===== config.mk =====
export PLATFORM = sky130hd
export DESIGN_NAME = lnrv_flush_ctrl_flat
export DESIGN_NICKNAME = d
export VERILOG_FILES = /design/src/rtl/lnrv_flush_ctrl_if.sv /design/src/rtl/lnrv_flush_ctrl.sv /design/src/flat_wrapper.sv
export SDC_FILE = /design/constraint.sdc
export NUM_CORES = 1
export LEC_CHECK = 0
export ABC_CLOCK_PERIOD_IN_PS = 5800
export CAP_MARGIN = 40
export CORE_MARGIN = 1.5
export CORE_UTILIZATION = 45
export DETAILED_ROUTE_END_ITERATION = 8
export PLACE_DENSITY = 0.89
export SETUP_SLACK_MARGIN = 0.15
export SYNTH_ARGS = -nofsm -noshare
export SYNTH_HDL_FRONTEND = slang
export SYNTH_SLANG_ARGS = --single-unit
export TNS_END_PERCENT = 1

===== constraint.sdc =====
create_clock -name clk -period 5.8 [get_ports clk]
set_input_delay 0.87 -clock clk [delete_from_list [all_inputs] [get_ports clk]]
set_output_delay 0.87 -clock clk [all_outputs]
set_load 0.05 [all_outputs]

===== src/rtl/lnrv_flush_ctrl_if.sv =====
// Flush-protocol bundle between the EXU/trap requesters, the IFU redirect port
// and lnrv_flush_ctrl. CNT_W must match the controller's CNT_W.
interface lnrv_flush_ctrl_if #(
  parameter int CNT_W = 32
);
  logic             brch_flush_req;
  logic             brch_flush_ack;
  logic [31:0]      brch_flush_pc_op1;
  logic [31:0]      brch_flush_pc_op2;
  logic             trap_flush_req;
  logic             trap_flush_ack;
  logic [31:0]      trap_flush_pc;
  logic             pipe_kill;
  logic             ifu_redir_vld;
  logic             ifu_redir_rdy;
  logic [31:0]      ifu_redir_pc;
  logic [CNT_W-1:0] flush_cnt;

  // Requesters and IFU side.
  modport master (
    output brch_flush_req, brch_flush_pc_op1, brch_flush_pc_op2,
    output trap_flush_req, trap_flush_pc, ifu_redir_rdy,
    input  brch_flush_ack, trap_flush_ack, pipe_kill,
    input  ifu_redir_vld, ifu_redir_pc, flush_cnt
  );

  // Flush controller side.
  modport slave (
    input  brch_flush_req, brch_flush_pc_op1, brch_flush_pc_op2,
    input  trap_flush_req, trap_flush_pc, ifu_redir_rdy,
    output brch_flush_ack, trap_flush_ack, pipe_kill,
    output ifu_redir_vld, ifu_redir_pc, flush_cnt
  );
endinterface


===== src/rtl/lnrv_flush_ctrl.sv =====
// Pipeline-flush responder: arbitrates branch/trap flushes, kills IFU/IDU, redirects the IFU.
// Optional LNRV_FLUSH_BYPASS_EN: zero-cycle redirect when the IFU is ready in the ack cycle.
module lnrv_flush_ctrl #(
  parameter logic [31:0] RESET_PC = 32'h8000_0000,
  parameter int          CNT_W    = 32
) (
  input  logic           clk,
  input  logic           rst,
  lnrv_flush_ctrl_if.slave fl
);

  typedef enum logic [1:0] {
    BOOT  = 2'd0,
    IDLE  = 2'd1,
    REDIR = 2'd2
  } state_e;

  state_e           state_q;
  logic [31:0]      pc_q;
  logic             vld_q;
  logic             kill_q;
  logic [CNT_W-1:0] cnt_q;

  logic        trap_ack;
  logic        brch_ack;
  logic        any_ack;
  logic        bypass;
  logic [31:0] brch_sum;
  logic [31:0] tgt;

  // NOTE: every always_comb output gets a default first, otherwise paths that
  // skip an assignment infer a latch.
  always_comb begin
    trap_ack = 1'b0;
    brch_ack = 1'b0;
    if (state_q == IDLE) begin
      trap_ack = fl.trap_flush_req;
      brch_ack = fl.brch_flush_req & ~fl.trap_flush_req;
    end
  end

  assign any_ack  = trap_ack | brch_ack;
  assign brch_sum = fl.brch_flush_pc_op1 + fl.brch_flush_pc_op2;
  assign tgt      = trap_ack ? fl.trap_flush_pc : {brch_sum[31:1], 1'b0};

`ifdef LNRV_FLUSH_BYPASS_EN
  assign bypass = any_ack & fl.ifu_redir_rdy;
`else
  assign bypass = 1'b0;
`endif

  // NOTE: state registers use non-blocking assignments so every flop samples
  // the pre-edge values regardless of statement order.
  always_ff @(posedge clk) begin
    if (rst) begin
      state_q <= BOOT;
      pc_q    <= RESET_PC;
      vld_q   <= 1'b1;
      kill_q  <= 1'b0;
      cnt_q   <= '0;
    end else begin
      kill_q <= any_ack;
      if (any_ack) cnt_q <= cnt_q + CNT_W'(1);
      unique case (state_q)
        BOOT, REDIR: begin
          if (fl.ifu_redir_rdy) begin
            state_q <= IDLE;
            vld_q   <= 1'b0;
          end
        end
        IDLE: begin
          // A bypassed redirect is consumed in the ack cycle, so no REDIR visit.
          if (any_ack && !bypass) begin
            state_q <= REDIR;
            vld_q   <= 1'b1;
            pc_q    <= tgt;
          end
        end
        default: begin
          state_q <= BOOT;
          vld_q   <= 1'b1;
          pc_q    <= RESET_PC;
        end
      endcase
    end
  end

  assign fl.trap_flush_ack = trap_ack;
  assign fl.brch_flush_ack = brch_ack;
  assign fl.pipe_kill      = kill_q;
  assign fl.ifu_redir_vld  = vld_q | bypass;
  assign fl.ifu_redir_pc   = bypass ? tgt : pc_q;
  assign fl.flush_cnt      = cnt_q;

endmodule

===== src/flat_wrapper.sv =====
// flat-port wrapper written by rule: the top's interface ports become plain ports
module lnrv_flush_ctrl_flat 
#(
  parameter logic [31:0] RESET_PC = 32'h8000_0000,
  parameter int          CNT_W    = 32
)
  (clk, rst, fl_brch_flush_req, fl_brch_flush_pc_op1, fl_brch_flush_pc_op2, fl_trap_flush_req, fl_trap_flush_pc, fl_ifu_redir_rdy, fl_brch_flush_ack, fl_trap_flush_ack, fl_pipe_kill, fl_ifu_redir_vld, fl_ifu_redir_pc, fl_flush_cnt);
  lnrv_flush_ctrl_if #(.CNT_W(CNT_W)) fl_i ();
  input  logic clk;
  input  logic rst;
  input wire logic [$bits(fl_i.brch_flush_req)-1:0] fl_brch_flush_req;
  input wire logic [$bits(fl_i.brch_flush_pc_op1)-1:0] fl_brch_flush_pc_op1;
  input wire logic [$bits(fl_i.brch_flush_pc_op2)-1:0] fl_brch_flush_pc_op2;
  input wire logic [$bits(fl_i.trap_flush_req)-1:0] fl_trap_flush_req;
  input wire logic [$bits(fl_i.trap_flush_pc)-1:0] fl_trap_flush_pc;
  input wire logic [$bits(fl_i.ifu_redir_rdy)-1:0] fl_ifu_redir_rdy;
  output wire logic [$bits(fl_i.brch_flush_ack)-1:0] fl_brch_flush_ack;
  output wire logic [$bits(fl_i.trap_flush_ack)-1:0] fl_trap_flush_ack;
  output wire logic [$bits(fl_i.pipe_kill)-1:0] fl_pipe_kill;
  output wire logic [$bits(fl_i.ifu_redir_vld)-1:0] fl_ifu_redir_vld;
  output wire logic [$bits(fl_i.ifu_redir_pc)-1:0] fl_ifu_redir_pc;
  output wire logic [$bits(fl_i.flush_cnt)-1:0] fl_flush_cnt;
  assign fl_i.brch_flush_req = fl_brch_flush_req;
  assign fl_i.brch_flush_pc_op1 = fl_brch_flush_pc_op1;
  assign fl_i.brch_flush_pc_op2 = fl_brch_flush_pc_op2;
  assign fl_i.trap_flush_req = fl_trap_flush_req;
  assign fl_i.trap_flush_pc = fl_trap_flush_pc;
  assign fl_i.ifu_redir_rdy = fl_ifu_redir_rdy;
  assign fl_brch_flush_ack = fl_i.brch_flush_ack;
  assign fl_trap_flush_ack = fl_i.trap_flush_ack;
  assign fl_pipe_kill = fl_i.pipe_kill;
  assign fl_ifu_redir_vld = fl_i.ifu_redir_vld;
  assign fl_ifu_redir_pc = fl_i.ifu_redir_pc;
  assign fl_flush_cnt = fl_i.flush_cnt;
  lnrv_flush_ctrl #(.RESET_PC(RESET_PC), .CNT_W(CNT_W)) u_core (.clk(clk), .rst(rst), .fl(fl_i));
endmodule

---- Word-level counts from Yosys, hierarchy flattened ----
Cells that the tools add are included.
storage, ports and cells
  flip-flop bits (word level) ............. 68
  latch bits .............................. 0
  RAM bits ................................ 0
  memory bits (read-only) ................. 0
  bits of input ports ..................... 101
  logic and storage cells ................. 30
  memories ................................ 0
cells by class
  add/subtract/negate cells ............... 2
  $mul .................................... 0
  divide/modulo/power cells ............... 0
  magnitude comparators ................... 0
  equality and inequality tests ........... 4
  shifts and indexed selects .............. 0
  multiplexer cells ....................... 11
  bitwise gates (word level) .............. 4
  reductions and logical operators ........ 4
operators with widths
  cell                     number
  $mux W32                 2
  $pmux W32 S2             1
  $add A32 B1 Y32 const B  1
  $add A32 B32 Y32         1
  $mux W1                  4
  $mux W2                  2
  $pmux W2 S2              1
  $reduce_and A2 Y1        2
  $eq A2 B1 Y1 const B     1
  $eq A2 B2 Y1 const B     1
  $logic_not A2 Y1         1
  $ne A2 B1 Y1 const B     1
  $ne A2 B2 Y1 const B     1
  $not A1 Y1               2
  $pmux W1 S2              1
  $reduce_or A2 Y1         1
  $and A1 B1 Y1            1
  $or A1 B1 Y1             1

---- Depth between registers and ports, before layout ----
  depth after elaboration ................. 6
  mapped depth ............................ 10
  mapped depth without buffers ............ 10

---- Worst setup path before layout ----
No wires, ideal clock.
  path kind ............................... input-to-reg
  start point ............................. in fl_brch_flush_pc_op2[0]
  end point ............................... reg u_core.pc_q[30] (netlist: u_core.fl.ifu_redir_pc[30])
  library setup time ...................... 120 ps
  arrival time ............................ 2979 ps
  data required time ...................... 5680 ps
  slack ................................... 2702 ps
  stages .................................. 10
  path through ............................ and2_1 > fa_1 > a211oi_1 > o21ai_2 > o21ai_1 > a21oi_1 > a21oi_2 > o41ai_2 > a311o_1 > a211o_1
between the ends
  cells in the longest elaborated chain, start to end .. 4
ends and longest elaborated chain
  element               line                   source
  start, declared       flat_wrapper.sv:13     input wire logic [$bits(fl_i.brch_flush_pc_op2)-1:0] fl_brch_flush_pc_op2;
  $add A32 B32 Y32      lnrv_flush_ctrl.sv:43  assign brch_sum = fl.brch_flush_pc_op1 + fl.brch_flush_pc_op2;
  $mux W32              lnrv_flush_ctrl.sv:44  assign tgt = trap_ack ? fl.trap_flush_pc : {brch_sum[31:1], 1'b0};
  $mux W32              lnrv_flush_ctrl.sv:73  if (any_ack && !bypass) begin
  $pmux W32 S2          lnrv_flush_ctrl.sv:64  unique case (state_q)
  end signal, assigned  lnrv_flush_ctrl.sv:76  pc_q <= tgt;
  end, declared         lnrv_flush_ctrl.sv:19  logic [31:0] pc_q;
Every way passes these cells. The select of a mux whose other input is x is not followed.
A chain may end at the register's enable or synchronous reset.

---- Worst setup path in the final report ----
  start point ............................. in fl_trap_flush_req
  end point ............................... out fl_trap_flush_ack
between the ends
  cells in the longest elaborated chain, start to end .. 1
ends and longest elaborated chain
  element          line                   source
  start, declared  flat_wrapper.sv:14     input wire logic [$bits(fl_i.trap_flush_req)-1:0] fl_trap_flush_req;
  $mux W1          lnrv_flush_ctrl.sv:36  if (state_q == IDLE) begin
  end, declared    flat_wrapper.sv:18     output wire logic [$bits(fl_i.trap_flush_ack)-1:0] fl_trap_flush_ack;
Every way passes these cells.

==> summary.md <==
| Metric | Value |
|---|---|
| Port Buffers | 168 |
| Worst slew margin | 54.9% |
| Max-cap violations | 0 |
| Synth Cell Area | 0.00440 mm² |
| Final Max Tran Viols | 0 |
| Dpl hpwl | 10.4 mm |
| Synth top area share | 31.0% |
| P_leak | 2.43 nW |
| Die area | 0.0104 mm² |
| Finish-stage setup viols | 0 |
| Via density | 5.68 |
| YS warnings | 0 |
| Clock Path Buffers | 2 |
| Final hold viol count | 0 |
| Global-route wire length before repair | 21.3 mm |
| Routed Antenna Nets | 0 |
| Crit-path cells | clkdlybuf4s50_1 > nand2_1 > clkinv_1 > clkdlybuf4s50_1 |
| Sequential area share after synthesis | 31.0% |
| CTS Buf Count | 9 |
| Crit-path max cell delay | 840 ps |
| Total wire length after detailed routing | 13.5 mm |
| Sum Neg Setup Slack | 0 ps |
| Crit path kind | primary input to output port |
| Worst setup SP type | primary input |
| Leading area contributor after synthesis | dfxtp_1 |
| 1st-iter DRT viols | 214 |
| Hold Worst Slack | 452 ps |
| CTS resizes | 0 |
| Most common cell on crit path | clkdlybuf4s50_1 |
| Power Dens Cells | 218 mW/mm² |
| Cells after Synth | 543 |
| Worst ir drop on vdd | 140 µV |
| Status | finished, final reports clean |
| Setup crit end kind | output port |
| Die Wd | 102 µm |
| Root buf cell | clkbuf_8 |
| Synth top area cells | dfxtp_1 31%, ha_1 8.8%, xor2_1 6.0%, o21ai_0 5.7%, a21oi_1 5.1% |
| Worst Path Arrival | 2860 ps |
| FF-to-FF setup slack | 3310 ps |
| CP max-delay cell | clkdlybuf4s50_1 |
| Clock Latency Late Sink | 350 ps |
| Fmax | 0.268 GHz |
| Hold crit path type | register to register |
| I/O pin total | 169 |
| Post-CTS Setup Inserts | 0 |
| Tmin final | 3730 ps |
| Standard-cell row count | 35 |
| Core ar. | 0.00937 mm² |
| Net count after synthesis | 676 |
| Drt first pass iters | 5 |
| Worst Tran Pin Value | 674 ps |
| Post-synth EDFFs | 0 |
| Antenna violations before repair | 0 |
| Share of post-route cells with drive strength above 1 | 4.96% |
| Final setup margin | 2070 ps |
| Area delta synth->final | 46.5% |
| Ys flop type | dfxtp_1 |
| Total number of vias | 4745 |
| Synth async-reset ratio | 0% |
| Fin nets | 835 |
| Overflow after GRT | 0 |
| Starting Density | 46.9% |
| CTS Hold Buffers Added | 0 |
| Ant. Diodes | 0 |
| Period Utilization, post-route | 64.2% |
| CTS tree | built |
| Unique masters post-synth | 55 |
| Yosys reg bits | 68 |
| DRC violation count after routing | 0 |
| Critical path peak fanout | 18 |
| GRT Total Usage | 25.7% |
| Largest net degree at the start of global routing | 40 |
| Post-Place Worst Slack | 2030 ps |
| Die height | 102 µm |
| Post-Syn Area per Cell | 8.09 µm² |
| Number of global-route vias before repair | 4714 |
| Global placement routability congestion | 0.901 |
| CTS sink count | 68 |
| CP Data Required Time | 4930 ps |
| Skew final | 15.7 ps |
| Mean routed wirelength per cell | 16.1 µm |
| Fillers | 755 |
| Clock transition at path regs | 80 ps |
| H-tree level count | 3 |
| Unrepaired setup endpoints after global routing | no |
## stage by stage
step	total power, W	area (µm²)	utilization, %	cells
6_report	0.00140	6440	68.7	835
5_1_grt	0.00146	6440	68.7	835
4_1_cts	0.00140	6440	68.7	835
3_5_place_dp	0.000879	6180	65.9	820
3_3_place_gp	0.000872	6180	65.9	820
2_1_floorplan	0.000732	4400	-	543
## sequential cells by signal (all words and copies together), names as in the netlist
signal,count
u_core.fl.flush_cnt,32
u_core.fl.ifu_redir_pc,32
u_core.fl.ifu_redir_vld,1
u_core.fl.pipe_kill,1
u_core.state_q,2
## layout by cell type (no fill, tap or decap), types with 9 or more instances in the layout
cell type,Yosys,final
inv_1,10,10
nand4_1,14,14
xor2_1,30,30
dfxtp_1,68,68
o21ai_0,50,50
ha_1,31,31
a21o_1,10,10
xnor2_1,25,25
nor2_1,50,50
a21oi_1,45,45
a22o_1,9,9
clkdlybuf4s50_1,0,168
nand2_1,58,58
clkbuf_8,0,9
a22oi_1,20,20
nand3_1,13,13
## critical path: cells and delay by family
family	cells	cell delay, ps
buffers and inverters	3	1770
AND/OR/NAND/NOR	1	210
## final cells by class
type / instances / area, µm² / area share, %
multi-input combinational: 440 / 2900 / 45.1
timing repair buffer: 172 / 1710 / 26.6
sequential: 68 / 1360 / 21.1
tap: 129 / 161 / 2.51
clock inverter: 6 / 136 / 2.12
clock buffer: 9 / 124 / 1.92
inverter: 11 / 41.3 / 0.641
## metal layers
layer | track usage (%) | up-vias | wire (µm)
li1 | - | 2297 | -
met1 | 29.7 | 2177 | 5450
met2 | 46.2 | 233 | 6600
met3 | 4.99 | 38 | 985
met4 | 11.3 | 0 | 446
met5 | 0 | - | 0
## worst paths after layout
kind                                   from                         end  cells past startpoint
hold reg to reg   u_core.fl.ifu_redir_pc[1]   u_core.fl.ifu_redir_pc[1]                      2
setup reg to reg          u_core.state_q[1]  u_core.fl.ifu_redir_pc[30]                      7
setup / recovery          fl_trap_flush_req           fl_trap_flush_ack                      4
hold / removal    u_core.fl.ifu_redir_pc[1]   u_core.fl.ifu_redir_pc[1]                      2
## cell usage after synthesis, drive strengths merged (2+ instances only)
| cell type | n |
|---|---|
| or3 | 6 |
| inv | 10 |
| nor2b | 2 |
| o21bai | 5 |
| xor2 | 30 |
| nor2 | 50 |
| nor3 | 6 |
| o21ai | 54 |
| a211o | 3 |
| nor4 | 3 |
| and3 | 6 |
| o31ai | 6 |
| nand2 | 58 |
| a22oi | 20 |
| a211oi | 3 |
| ha | 31 |
| nand3 | 15 |
| o221ai | 3 |
| and4 | 3 |
| a22o | 9 |
| nand4 | 16 |
| nand2b | 3 |
| a21o | 10 |
| buf | 3 |
| a31oi | 6 |
| and2 | 2 |
| a21oi | 46 |
| o211ai | 3 |
| dfxtp | 68 |
| o21a | 4 |
| xnor2 | 25 |
| clkbuf | 21 |
## cells by family after synthesis
family | count (synthesis) | synth area share, %
compound gates | 181 | 26.6
xor+xnor | 55 | 11.0
fa+ha+maj | 32 | 9.28
buf+inv | 35 | 3.07
flops | 68 | 31.0
simple gates | 172 | 19.1
## report_power, final
group	leakage, nW	switching, W	total [W]	internal (W)
registers	0.550	0.00000807	0.000487	0.000479
clock network	0.126	0.000195	0.000524	0.000328
logic	1.75	0.000215	0.000390	0.000174
No activity file was read; power rests on OpenSTA's default activity.
